==> config.mk <==
export PLATFORM = sky130hd
export DESIGN_NAME = counter_arbiter_ctrl
export DESIGN_NICKNAME = d
export VERILOG_FILES = /design/src/rtl/counter_arbiter_pkg.sv /design/src/rtl/ud_step_core.sv /design/src/rtl/counter_arbiter_ctrl.sv
export SDC_FILE = /design/constraint.sdc
export NUM_CORES = 1
export LEC_CHECK = 0
export CAP_MARGIN = 20
export CORE_ASPECT_RATIO = 1.5
export CORE_MARGIN = 2
export CORE_UTILIZATION = 25
export DETAILED_ROUTE_END_ITERATION = 10
export HOLD_SLACK_MARGIN = 0.15
export REMOVE_ABC_BUFFERS = 1
export SLEW_MARGIN = 20
export SYNTH_ARGS = -nofsm -noshare
export SYNTH_HDL_FRONTEND = slang
export SYNTH_HIERARCHICAL = 1
export SYNTH_SLANG_ARGS = --single-unit
==> constraint.sdc <==
create_clock -name clk -period 7 [get_ports clk]
set_input_delay 0.7 -clock clk [delete_from_list [all_inputs] [get_ports clk]]
set_output_delay 0.7 -clock clk [all_outputs]
set_load 0.02 [all_outputs]
==> src/rtl/counter_arbiter_pkg.sv <==
// counter_arbiter_pkg: shared FSM state type and default counter geometry.
package counter_arbiter_pkg;

    typedef enum logic {IDLE, RUN} state_t;

    localparam int DEF_WIDTH = 4;
    localparam int DEF_LO    = 3;
    localparam int DEF_HI    = 15;

endpackage

==> src/rtl/ud_step_core.sv <==
// ud_step_core: next value of a LO..HI wrapping up/down counter.
// COUNTER_ARBITER_WRAP_EN adds the wrap flag output.
module ud_step_core
    import counter_arbiter_pkg::*;
#(
    parameter int WIDTH = DEF_WIDTH,
    parameter int LO    = DEF_LO,
    parameter int HI    = DEF_HI
) (
    input  logic [WIDTH-1:0] count,
    input  logic             dir,
    output logic [WIDTH-1:0] next
`ifdef COUNTER_ARBITER_WRAP_EN
    ,
    output logic             wrap
`endif
);

    localparam logic [WIDTH-1:0] LO_V = WIDTH'(LO);
    localparam logic [WIDTH-1:0] HI_V = WIDTH'(HI);

    logic at_edge;

    always_comb begin
        at_edge = dir ? count == HI_V : count == LO_V;
        next    = at_edge ? (dir ? LO_V : HI_V) : (dir ? count + WIDTH'(1) : count - WIDTH'(1));
`ifdef COUNTER_ARBITER_WRAP_EN
        wrap    = at_edge;
`endif
    end

endmodule

==> src/rtl/counter_arbiter_ctrl.sv <==
// counter_arbiter_ctrl: round-robin two-requester burst controller for a LO..HI wrapping counter.
// Define COUNTER_ARBITER_WRAP_EN to add the registered wrap pulse output.
module counter_arbiter_ctrl
    import counter_arbiter_pkg::*;
#(
    parameter int WIDTH = DEF_WIDTH,
    parameter int LO    = DEF_LO,
    parameter int HI    = DEF_HI
) (
    input  logic            clk,
    input  logic            rst,
    input  logic [1:0]      req,
    input  logic [1:0]      dir,
    input  logic [1:0][2:0] len,
    output logic [1:0]      ack,
    output logic            done,
    output logic            busy,
    output logic [WIDTH-1:0] count
`ifdef COUNTER_ARBITER_WRAP_EN
    ,
    output logic            wrap
`endif
);

    state_t           state_q, state_d;
    logic             last_q, dir_q, grant, win, step, step_dir;
    logic [2:0]       rem_q, glen;
    logic [WIDTH-1:0] next_count;
`ifdef COUNTER_ARBITER_WRAP_EN
    logic             step_wrap;
`endif

    ud_step_core #(.WIDTH(WIDTH), .LO(LO), .HI(HI)) u_step (
        .count (count),
        .dir   (step_dir),
        .next  (next_count)
`ifdef COUNTER_ARBITER_WRAP_EN
        ,
        .wrap  (step_wrap)
`endif
    );

    // The first step lands on the grant edge; RUN then holds len cycles, the last showing the final value.
    always_comb begin
        busy     = state_q == RUN;
        grant    = !rst && state_q == IDLE && |req;
        win      = &req ? ~last_q : req[1];
        glen     = len[win];
        ack      = grant ? (win ? 2'b10 : 2'b01) : 2'b00;
        step     = grant ? glen != 3'd0 : busy && rem_q > 3'd1;
        step_dir = grant ? dir[win] : dir_q;
        done     = grant ? glen == 3'd0 : busy && rem_q == 3'd1;
        state_d  = (grant && glen != 3'd0) ? RUN : (busy && rem_q == 3'd1) ? IDLE : state_q;
    end

    always_ff @(posedge clk or posedge rst) begin
        if (rst) begin
            state_q <= IDLE;
            count   <= WIDTH'(LO);
            last_q  <= 1'b1;
            dir_q   <= 1'b0;
            rem_q   <= 3'd0;
`ifdef COUNTER_ARBITER_WRAP_EN
            wrap    <= 1'b0;
`endif
        end else begin
            state_q <= state_d;
            if (grant) begin
                last_q <= win;
                dir_q  <= dir[win];
                rem_q  <= glen;
            end else if (busy) begin
                rem_q  <= rem_q - 3'd1;
            end
            if (step)
                count <= next_count;
`ifdef COUNTER_ARBITER_WRAP_EN
            wrap    <= step && step_wrap;
`endif
        end
    end

endmodule

==> results.sh, run 1 <==
export IMPL_timing_final_crit_share_pct=50.5
export IMPL_setup_viol=0
export IMPL_cts_root_buf="clkbuf_8"
export IMPL_synth_top_area_cell="dfrtp_1"
export IMPL_critical_path_endpoint_type="primary output"
export IMPL_placed_cells=141
export IMPL_drt_iter0_markers=15
export IMPL_ys_flop_type="dfrtp_1"
export IMPL_maxCapViolations=0
export IMPL_wl_um=1700
export IMPL_design_power_total_mw=0.534
export IMPL_vias_per_cell=4.88
export IMPL_grt_use_total_pct=10.1
export IMPL_worst_pin_slew_ns=0.689
export IMPL_holdPathEnd="last_q"
export IMPL_r2r_slack_ns=3.92
export IMPL_status="finished, final reports clean"
export IMPL_finClkSkew_ns=0.00238
export IMPL_vias=707
export IMPL_diodes=0
export IMPL_critPathMaxStageDelay_ns=0.63
export IMPL_die_h_um=72.9
export IMPL_holdBufCountCts=0
export IMPL_cts_tree="done"
export IMPL_cts_num_sinks=10
export IMPL_core_area_um2=3100
export IMPL_hold_ws_ns=0.529
export IMPL_port_buffer_count=19
export IMPL_ys_seq_area_share_pct=32.1
export IMPL_setup_tns_ns=0
export IMPL_crit_type="in -> out"
export IMPL_pre_cts_ws_ns=3.26
export IMPL_clockBufferDepth=2
export IMPL_grt_pass1_vias=695
export IMPL_min_period_ns=3.53
export IMPL_ant_nets=0
export IMPL_relSlewSlack_pct=53.8
export IMPL_rsz0062_at_grt="no"
export IMPL_final_cells=145
export IMPL_p_per_area_nw_per_um2=496
export IMPL_fmax_ghz=0.283
export IMPL_vdd_drop_max_mv=0.169
export IMPL_clk_pin_slew_worst_paths_ns=0.05
export IMPL_wl_per_cell_um=11.8
export IMPL_ys_warn_count=6
export IMPL_crit_buf_inv=2
export IMPL_dp_hpwl_um=1370
export IMPL_start_util_pct=25.5
export IMPL_min_path_cells=1
export IMPL_drive_gt1_share_pct=16.2
export IMPL_fin_nets=123
export IMPL_async_flop_share_pct=100
export IMPL_dieArea_um2=3640
export IMPL_regArea_um2=254
export IMPL_startpoint="req[0]"
export IMPL_gp_congestion=0.696
export IMPL_slew_violations=0
export IMPL_io_pins=20
export IMPL_postCtsSetupRepairBufs=0
export IMPL_ys_ff_latch=10
export IMPL_cp_common_cell="clkdlybuf4s50_1"
export IMPL_cts_made_buffers=3
export IMPL_critPathMaxFanout=7
export IMPL_multiInputGateArea_um2=500
export IMPL_finalHoldViolCount=0
export IMPL_die_w_um=49.9
export IMPL_timing_rr_start="busy"
export IMPL_yosys_area_top_type_share_pct=22.2
export IMPL_critPathArrivalTime_ns=2.83
export IMPL_area_delta_synth_final_pct=36.1
export IMPL_layout_commonest_cell="clkdlybuf4s50_1"
export IMPL_grt_pass1_wl_um=2850
export IMPL_cts_repair_resize_count=0
export IMPL_synth_edff_count=0
export IMPL_fin_area_um2=1080
export IMPL_antenna_found_initial=0
export IMPL_path_cells="clkdlybuf4s50_1 > a21boi_0 > a32oi_2 > nand2_1 > o22ai_1 > clkdlybuf4s50_1"
export IMPL_worstPathRequired_ns=6.30
export IMPL_htreeDepth=1
export IMPL_placed_area_um2=1020
export IMPL_finish_utilization_pct=34.7
export IMPL_critPathLaunchType="input pin"
export IMPL_synth_area_top_cells="dfrtp_1 (22%), dfstp_2 (10%), ha_1 (6.3%)"
export IMPL_syn_area_um2=791
export IMPL_slowest_stage="clkdlybuf4s50_1"
export IMPL_overflow=0
export IMPL_avgSynthCellArea_um2=9.41
export IMPL_grt_max_degree=12
export IMPL_drc=0
export IMPL_power_leakage_nw=0.461
export IMPL_holdCritStartpoint="last_q"
export IMPL_final_cell_mix="clkdlybuf4s50_1 (19), nand2_1 (8), inv_1 (7), dfrtp_1 (7), a21o_1 (5)"
export IMPL_rows=25
export IMPL_worst_hold_path_type="reg -> reg"
export IMPL_fill_cells=312
export IMPL_ys_types=34
export IMPL_drtPass1Iterations=4
export IMPL_timing_final_ws_setup_ns=3.47
export IMPL_r2r_end="count[3]"
export IMPL_rr_worst_depth=10
export IMPL_crit_family="buffers and inverters"
export IMPL_synthesis_instances=84
export IMPL_clk_latency_ns=0.23
==> cells in the mapped netlist, types with 2 or more instances <==
cell type  count
o21ai_1        4
a21oi_1        2
o22ai_1        3
o21ai_0        2
mux2_2         4
dfrtp_1        7
nand2_1        8
nor2_1         4
dfstp_2        3
a22oi_1        2
o211ai_1       2
a22o_1         2
inv_1          7
nand2b_1       2
nand3_1        4
mux2i_1        3
ha_1           4
a21o_1         5
==> layer usage <==
metal | GRT usage [%] | share of wire (%)
met2 | 19.3 | 54
met3 | 2.05 | 4.9
met4 | 4.63 | 1.4
met5 | 0 | 0
met1 | 10.4 | 40
==> worst max-delay path by stage <==
stage | to | cells past startpoint
after CTS | done | 6
after detailed placement | count[3] | 11
after floorplan | count[3] | 10
after global placement | count[3] | 11
after global routing | count[3] | 11
final | done | 6
==> report_power, final <==
| part | leakage, nW | internal, mW | switching (mW) | total, mW |
|---|---|---|---|---|
| sequential | 0.113 | 0.0969 | 0.0461 | 0.143 |
| combinational | 0.319 | 0.167 | 0.152 | 0.319 |
| clock | 0.0288 | 0.0494 | 0.0222 | 0.0716 |
| total | 0.461 | 0.313 | 0.220 | 0.534 |
==> layout make-up <==
type / instances / share of cell area, %
multi-input cells: 65 / 46.5
inverters: 7 / 2.44
clock buffers: 4 / 5.12
flip-flops and latches: 10 / 23.6
well taps: 40 / 4.65
repair buffers: 19 / 17.7
==> registers in the layout, summed over array words and instances, names as in the netlist <==
register / cells
count: 4
rem_q: 3
busy: 1
dir_q: 1
last_q: 1
==> logic make-up after synthesis <==
logic type	count (synthesis)	synth area share, %
adder cells (fa/ha/maj)	5	8.86
multiplexers	8	11.4
AND/OR/NAND/NOR	19	10.6
AO/OA/AOI/OAI	32	31.3
XOR/XNOR	1	1.11
buffers and inverters	9	4.59
flip-flops	10	32.1
No activity file was read; power rests on OpenSTA's default activity.
==> run 2, diff against run 1 <==
==> constraint.sdc (replaced) <==
create_clock -name clk -period 3.5 [get_ports clk]
set_input_delay 0.35 -clock clk [delete_from_list [all_inputs] [get_ports clk]]
set_output_delay 0.35 -clock clk [all_outputs]
set_load 0.02 [all_outputs]
==> run 2 against run 1 <==
Clock power grew 77%. Via count is 1.6% higher. Die area did not move. Setup slack got worse by 2.8 ns. Clock skew is 0.00051 ns lower. Combinational power increased by 110%. Final cell count grew 1.4%. Wire length increased by 12%. Sequential power is 100% higher. First-iteration DRC count is 6.7% lower. Critical path depth did not move. Largest cell class unchanged.
==> results.sh, run 2 (synthesis results as in run 1) <==
export IMPL_drt_iter0_markers=14
export IMPL_switching_power_mw=0.462
export IMPL_gp_congestion=0.737
export IMPL_status="finished, final reports clean"
export IMPL_fin_nets=125
export IMPL_grt_use_total_pct=11.7
export IMPL_htreeDepth=1
export IMPL_regArea_um2=254
export IMPL_finalHoldViolCount=0
export IMPL_drc=0
export IMPL_worst_pin_slew_ns=0.523
export IMPL_drive_gt1_share_pct=16.8
export IMPL_cp_common_cell="clkdlybuf4s50_1"
export IMPL_critPathMaxFanout=7
export IMPL_start_util_pct=25.5
export IMPL_grt_pass1_wl_um=3190
export IMPL_antenna_found_initial=0
export IMPL_critical_path_endpoint_type="primary output"
export IMPL_fill_cells=308
export IMPL_clk_latency_ns=0.24
export IMPL_crit_type="in -> out"
export IMPL_finClkSkew_ns=0.00187
export IMPL_min_period_ns=2.79
export IMPL_finish_utilization_pct=34.9
export IMPL_power_frac_comb_pct=61.6
export IMPL_swShare_pct=42.7
export IMPL_vias_per_cell=4.88
export IMPL_layout_commonest_cell="clkdlybuf4s50_1"
export IMPL_reg_top3="count x4, rem_q x3"
export IMPL_timing_final_crit_share_pct=79.6
export IMPL_path_cells="clkdlybuf4s50_1 > a21boi_0 > a32oi_2 > nand2_1 > o22ai_1 > clkdlybuf4s50_1"
export IMPL_drtPass1Iterations=4
export IMPL_wl_um=1900
export IMPL_grt_pass1_vias=715
export IMPL_critPathMaxStageDelay_ns=0.63
export IMPL_relSlewSlack_pct=64.8
export IMPL_rsz0062_at_grt="no"
export IMPL_die_w_um=49.9
export IMPL_largest_register="count"
export IMPL_core_area_um2=3100
export IMPL_clockBufferDepth=2
export IMPL_clk_pin_slew_worst_paths_ns=0.05
export IMPL_p_per_area_nw_per_um2=1000
export IMPL_wl_per_cell_um=13.0
export IMPL_holdBufCountCts=0
export IMPL_p_clk_share_pct=11.8
export IMPL_port_buffer_count=19
export IMPL_power_leakage_nw=0.465
export IMPL_vdd_drop_max_mv=0.365
export IMPL_dieArea_um2=3640
export IMPL_cts_made_buffers=3
export IMPL_crit_buf_inv=2
export IMPL_rows=25
export IMPL_largest_register_ffs=4
export IMPL_cts_root_buf="clkbuf_8"
export IMPL_fmax_ghz=0.359
export IMPL_io_pins=20
export IMPL_cts_tree="done"
export IMPL_dp_hpwl_um=1450
export IMPL_worst_hold_path_type="in -> async"
export IMPL_slowest_stage="clkdlybuf4s50_1"
export IMPL_crit_family="buffers and inverters"
export IMPL_setup_viol=0
export IMPL_slew_violations=0
export IMPL_critPathArrivalTime_ns=2.44
export IMPL_sequentialPowerShare_pct=26.6
export IMPL_grt_max_degree=12
export IMPL_setup_tns_ns=0
export IMPL_cts_repair_resize_count=0
export IMPL_cts_num_sinks=10
export IMPL_diodes=0
export IMPL_maxCapViolations=0
export IMPL_overflow=0
export IMPL_postCtsSetupRepairBufs=0
export IMPL_final_cell_mix="clkdlybuf4s50_1 (19), nand2_1 (8), inv_1 (7), dfrtp_1 (7), a21o_1 (5)"
export IMPL_area_delta_synth_final_pct=36.7
export IMPL_worstPathRequired_ns=3.15
export IMPL_vias=718
export IMPL_multiInputGateArea_um2=500
export IMPL_ant_nets=0
export IMPL_critPathLaunchType="input pin"
export IMPL_die_h_um=72.9
export IMPL_internal_power_mw=0.619
## run 2: changes by cell type in the layout (fill, tap and decap cells not counted), sizes merged
cell	previous run	this run
buf	0	2
## run 2: final cells by class
| type | count | share of cell area [%] |
|---|---|---|
| flip-flops and latches | 10 | 23.5 |
| multi-input cells | 65 | 46.3 |
| inverters | 7 | 2.43 |
| clock buffers | 4 | 4.17 |
| well taps | 40 | 4.63 |
| repair buffers | 21 | 19.0 |
## run 2: path summary, 6_finish.rpt
check | startpoint | end | slack [ns] | depth (start not counted)
max in group asynchronous | rst | count[1] | 2.67 | 2
max reg2reg | busy | count[3] | 0.94 | 10
min in group clk | last_q | last_q | 0.52 | 1
min reg2reg | last_q | last_q | 0.52 | 1
max | req[0] | done | 0.71 | 6
min | rst | rem_q[0] | 0.50 | 2
## run 2: worst reg2reg max path: cells and delay by family, from the launching register on
| family | cells | cell delay, ns |
|---|---|---|
| flip-flops | 1 | 0.48 |
| buffers and inverters | 1 | 0.15 |
| AO/OA/AOI/OAI | 5 | 0.84 |
| adder cells (fa/ha/maj) | 1 | 0.35 |
| AND/OR/NAND/NOR | 2 | 0.36 |
| multiplexers | 1 | 0.27 |
## run 2: power by group through the flow
stage	combinational, mW	sequential (mW)	clock, mW
after floorplan	0.442	0.302	0
after global placement	0.642	0.285	0
after detailed placement	0.661	0.289	0
final	0.666	0.288	0.127
after global routing	0.739	0.303	0.137
after CTS	0.668	0.288	0.129
## run 2: stage by stage
stage	cells	power [mW]	instance area [µm²]	hold slack [ns]	setup slack [ns]
after floorplan	82	0.744	781	0.196	0.771
after global placement	143	0.927	1040	0.520	0.603
after detailed placement	143	0.950	1040	0.520	0.503
after CTS	147	1.09	1080	0.517	0.701
after global routing	147	1.18	1080	0.544	0.522
final	147	1.08	1080	0.501	0.713
## run 2: routing by layer
metal / vias to the layer above / part of all wire, % / track usage (%)
met5: - / 0 / 0
met4: 0 / 2.4 / 6.48
met3: 4 / 4.6 / 2.05
met2: 21 / 53 / 20.4
met1: 335 / 40 / 13.2
li1: 358 / - / -
==> run 3, diff against run 2 <==
==> constraint.sdc (replaced) <==
create_clock -name clk -period 2.45 [get_ports clk]
set_input_delay 0.245 -clock clk [delete_from_list [all_inputs] [get_ports clk]]
set_output_delay 0.245 -clock clk [all_outputs]
set_load 0.02 [all_outputs]
==> run 3 against run 2 <==
Highest routed layer unchanged. Flip-flop and latch count stayed put. Largest power group unchanged. Utilization increased by 3.3 points. Largest cell class unchanged. Non-clock buffer count up 11.
==> results.sh, run 3 (synthesis results as in run 1) <==
export IMPL_status="finished, final reports clean"
export IMPL_use_met1_pct=11.3
export IMPL_worstPathRequired_ns=2.57
export IMPL_rr_worst_depth=10
export IMPL_die_w_um=49.9
export IMPL_grt_pass1_vias=756
export IMPL_hold_ws_ns=0.483
export IMPL_critical_path_endpoint_type="flip-flop"
export IMPL_clk_latency_ns=0.23
export IMPL_dp_hpwl_um=1530
export IMPL_wl_um=1880
export IMPL_multiInputGateArea_um2=513
export IMPL_gp_congestion=0.729
export IMPL_startpoint="req[1]"
export IMPL_final_cell_mix="clkdlybuf4s50_1 (17), buf_4 (13), nand2_1 (8)"
export IMPL_grt_use_total_pct=11.1
export IMPL_gr_usage_met3_pct=2.05
export IMPL_cts_num_sinks=10
export IMPL_grt_max_degree=11
export IMPL_finClkSkew_ns=0.00332
export IMPL_rows=25
export IMPL_layout_commonest_cell="clkdlybuf4s50_1"
export IMPL_drive_gt1_share_pct=27.1
export IMPL_reg_top3="count x4, rem_q x3"
export IMPL_drc=0
export IMPL_overflow=0
export IMPL_worst_hold_path_type="in -> async"
export IMPL_min_period_ns=2.32
export IMPL_design_power_total_mw=1.65
export IMPL_fmax_ghz=0.430
export IMPL_vias=762
export IMPL_vdd_drop_max_mv=0.549
export IMPL_vias_per_cell=4.82
export IMPL_drt_iter0_markers=8
export IMPL_dieArea_um2=3640
export IMPL_use_met2_pct=21.2
export IMPL_setup_viol=0
export IMPL_critPathLaunchType="input pin"
export IMPL_setup_tns_ns=0
export IMPL_slew_violations=0
export IMPL_fill_cells=314
export IMPL_htreeDepth=1
export IMPL_crit_type="in -> reg"
export IMPL_power_leakage_nw=0.529
export IMPL_diodes=0
export IMPL_largest_register_ffs=4
export IMPL_clockBufferDepth=2
export IMPL_finish_utilization_pct=38.2
export IMPL_drtPass1Iterations=4
export IMPL_core_area_um2=3100
export IMPL_finalHoldViolCount=0
export IMPL_die_h_um=72.9
export IMPL_io_pins=20
export IMPL_timing_rr_start="last_q"
export IMPL_critPathArrivalTime_ns=2.44
export IMPL_cts_made_buffers=3
export IMPL_largest_register="count"
export IMPL_worst_pin_slew_ns=0.292
export IMPL_rsz0062_at_grt="no"
export IMPL_cts_tree="done"
export IMPL_critPathMaxFanout=3
export IMPL_relSlewSlack_pct=80.3
export IMPL_ant_nets=0
export IMPL_wl_per_cell_um=11.9
export IMPL_timing_final_crit_share_pct=94.9
export IMPL_top_usage_layer="met2"
export IMPL_grt_pass1_wl_um=3090
export IMPL_clk_pin_slew_worst_paths_ns=0.05
export IMPL_holdBufCountCts=0
export IMPL_postCtsSetupRepairBufs=0
export IMPL_regArea_um2=254
export IMPL_start_util_pct=25.5
export IMPL_area_delta_synth_final_pct=49.7
export IMPL_p_per_area_nw_per_um2=1390
export IMPL_port_buffer_count=19
export IMPL_antenna_found_initial=0
export IMPL_fin_nets=136
export IMPL_cts_root_buf="clkbuf_8"
export IMPL_maxCapViolations=0
==> run 3: cell type report <==
| cell class | count | area share (%) |
|---|---|---|
| timing repair buffer | 32 | 24.1 |
| sequential | 10 | 21.5 |
| tap | 40 | 4.23 |
| multi-input combinational | 65 | 43.3 |
| inverter | 7 | 2.22 |
| clock buffer | 4 | 4.65 |
==> run 3: power by group <==
group | total (mW) | internal [mW] | switching, mW
clock network | 0.206 | 0.141 | 0.0650
logic | 1.05 | 0.563 | 0.486
registers | 0.395 | 0.277 | 0.118
total | 1.65 | 0.981 | 0.669
==> run 3: path summary, 6_finish.rpt <==
check	end	slack, ns
max	count[3]	0.13
min	rem_q[0]	0.48
max reg2reg	count[3]	0.22
min reg2reg	last_q	0.53
max in group asynchronous	last_q	1.74
min in group clk	last_q	0.53
==> run 3: what timing repair did <==
action	CTS	global route
resized for setup	3	2
pin swaps	0	1
setup endpoints to repair	2	1
endpoints found under the hold margin	0	0
gates cloned	0	0
==> run 3: metal layers <==
metal,up-vias,wire (µm),part of all wire [%]
li1,375,-,-
met1,362,762,41
met2,21,1010,54
met3,4,69,3.7
met4,0,34,1.8
met5,-,0,0
==> run 3: worst max-delay path, stage by stage <==
cell and delay [ns]:
clkdlybuf4s50_1 0.48, a21bo_2 0.25, mux2i_1 0.11, o21ai_1 0.19, inv_2 0.09, ha_4 0.25
a21o_1 0.16, a21oi_2 0.16, nor2b_1 0.15, o22ai_1 0.09, mux2_2 0.26
==> run 3: stage by stage <==
step | cell area [µm²] | setup WS (ns) | cells
after floorplan | 781 | -0.279 | 82
after global placement | 1120 | -0.262 | 154
after detailed placement | 1120 | -0.322 | 154
after CTS | 1170 | 0.0626 | 158
after global routing | 1180 | 0.0128 | 158
final | 1180 | 0.125 | 158
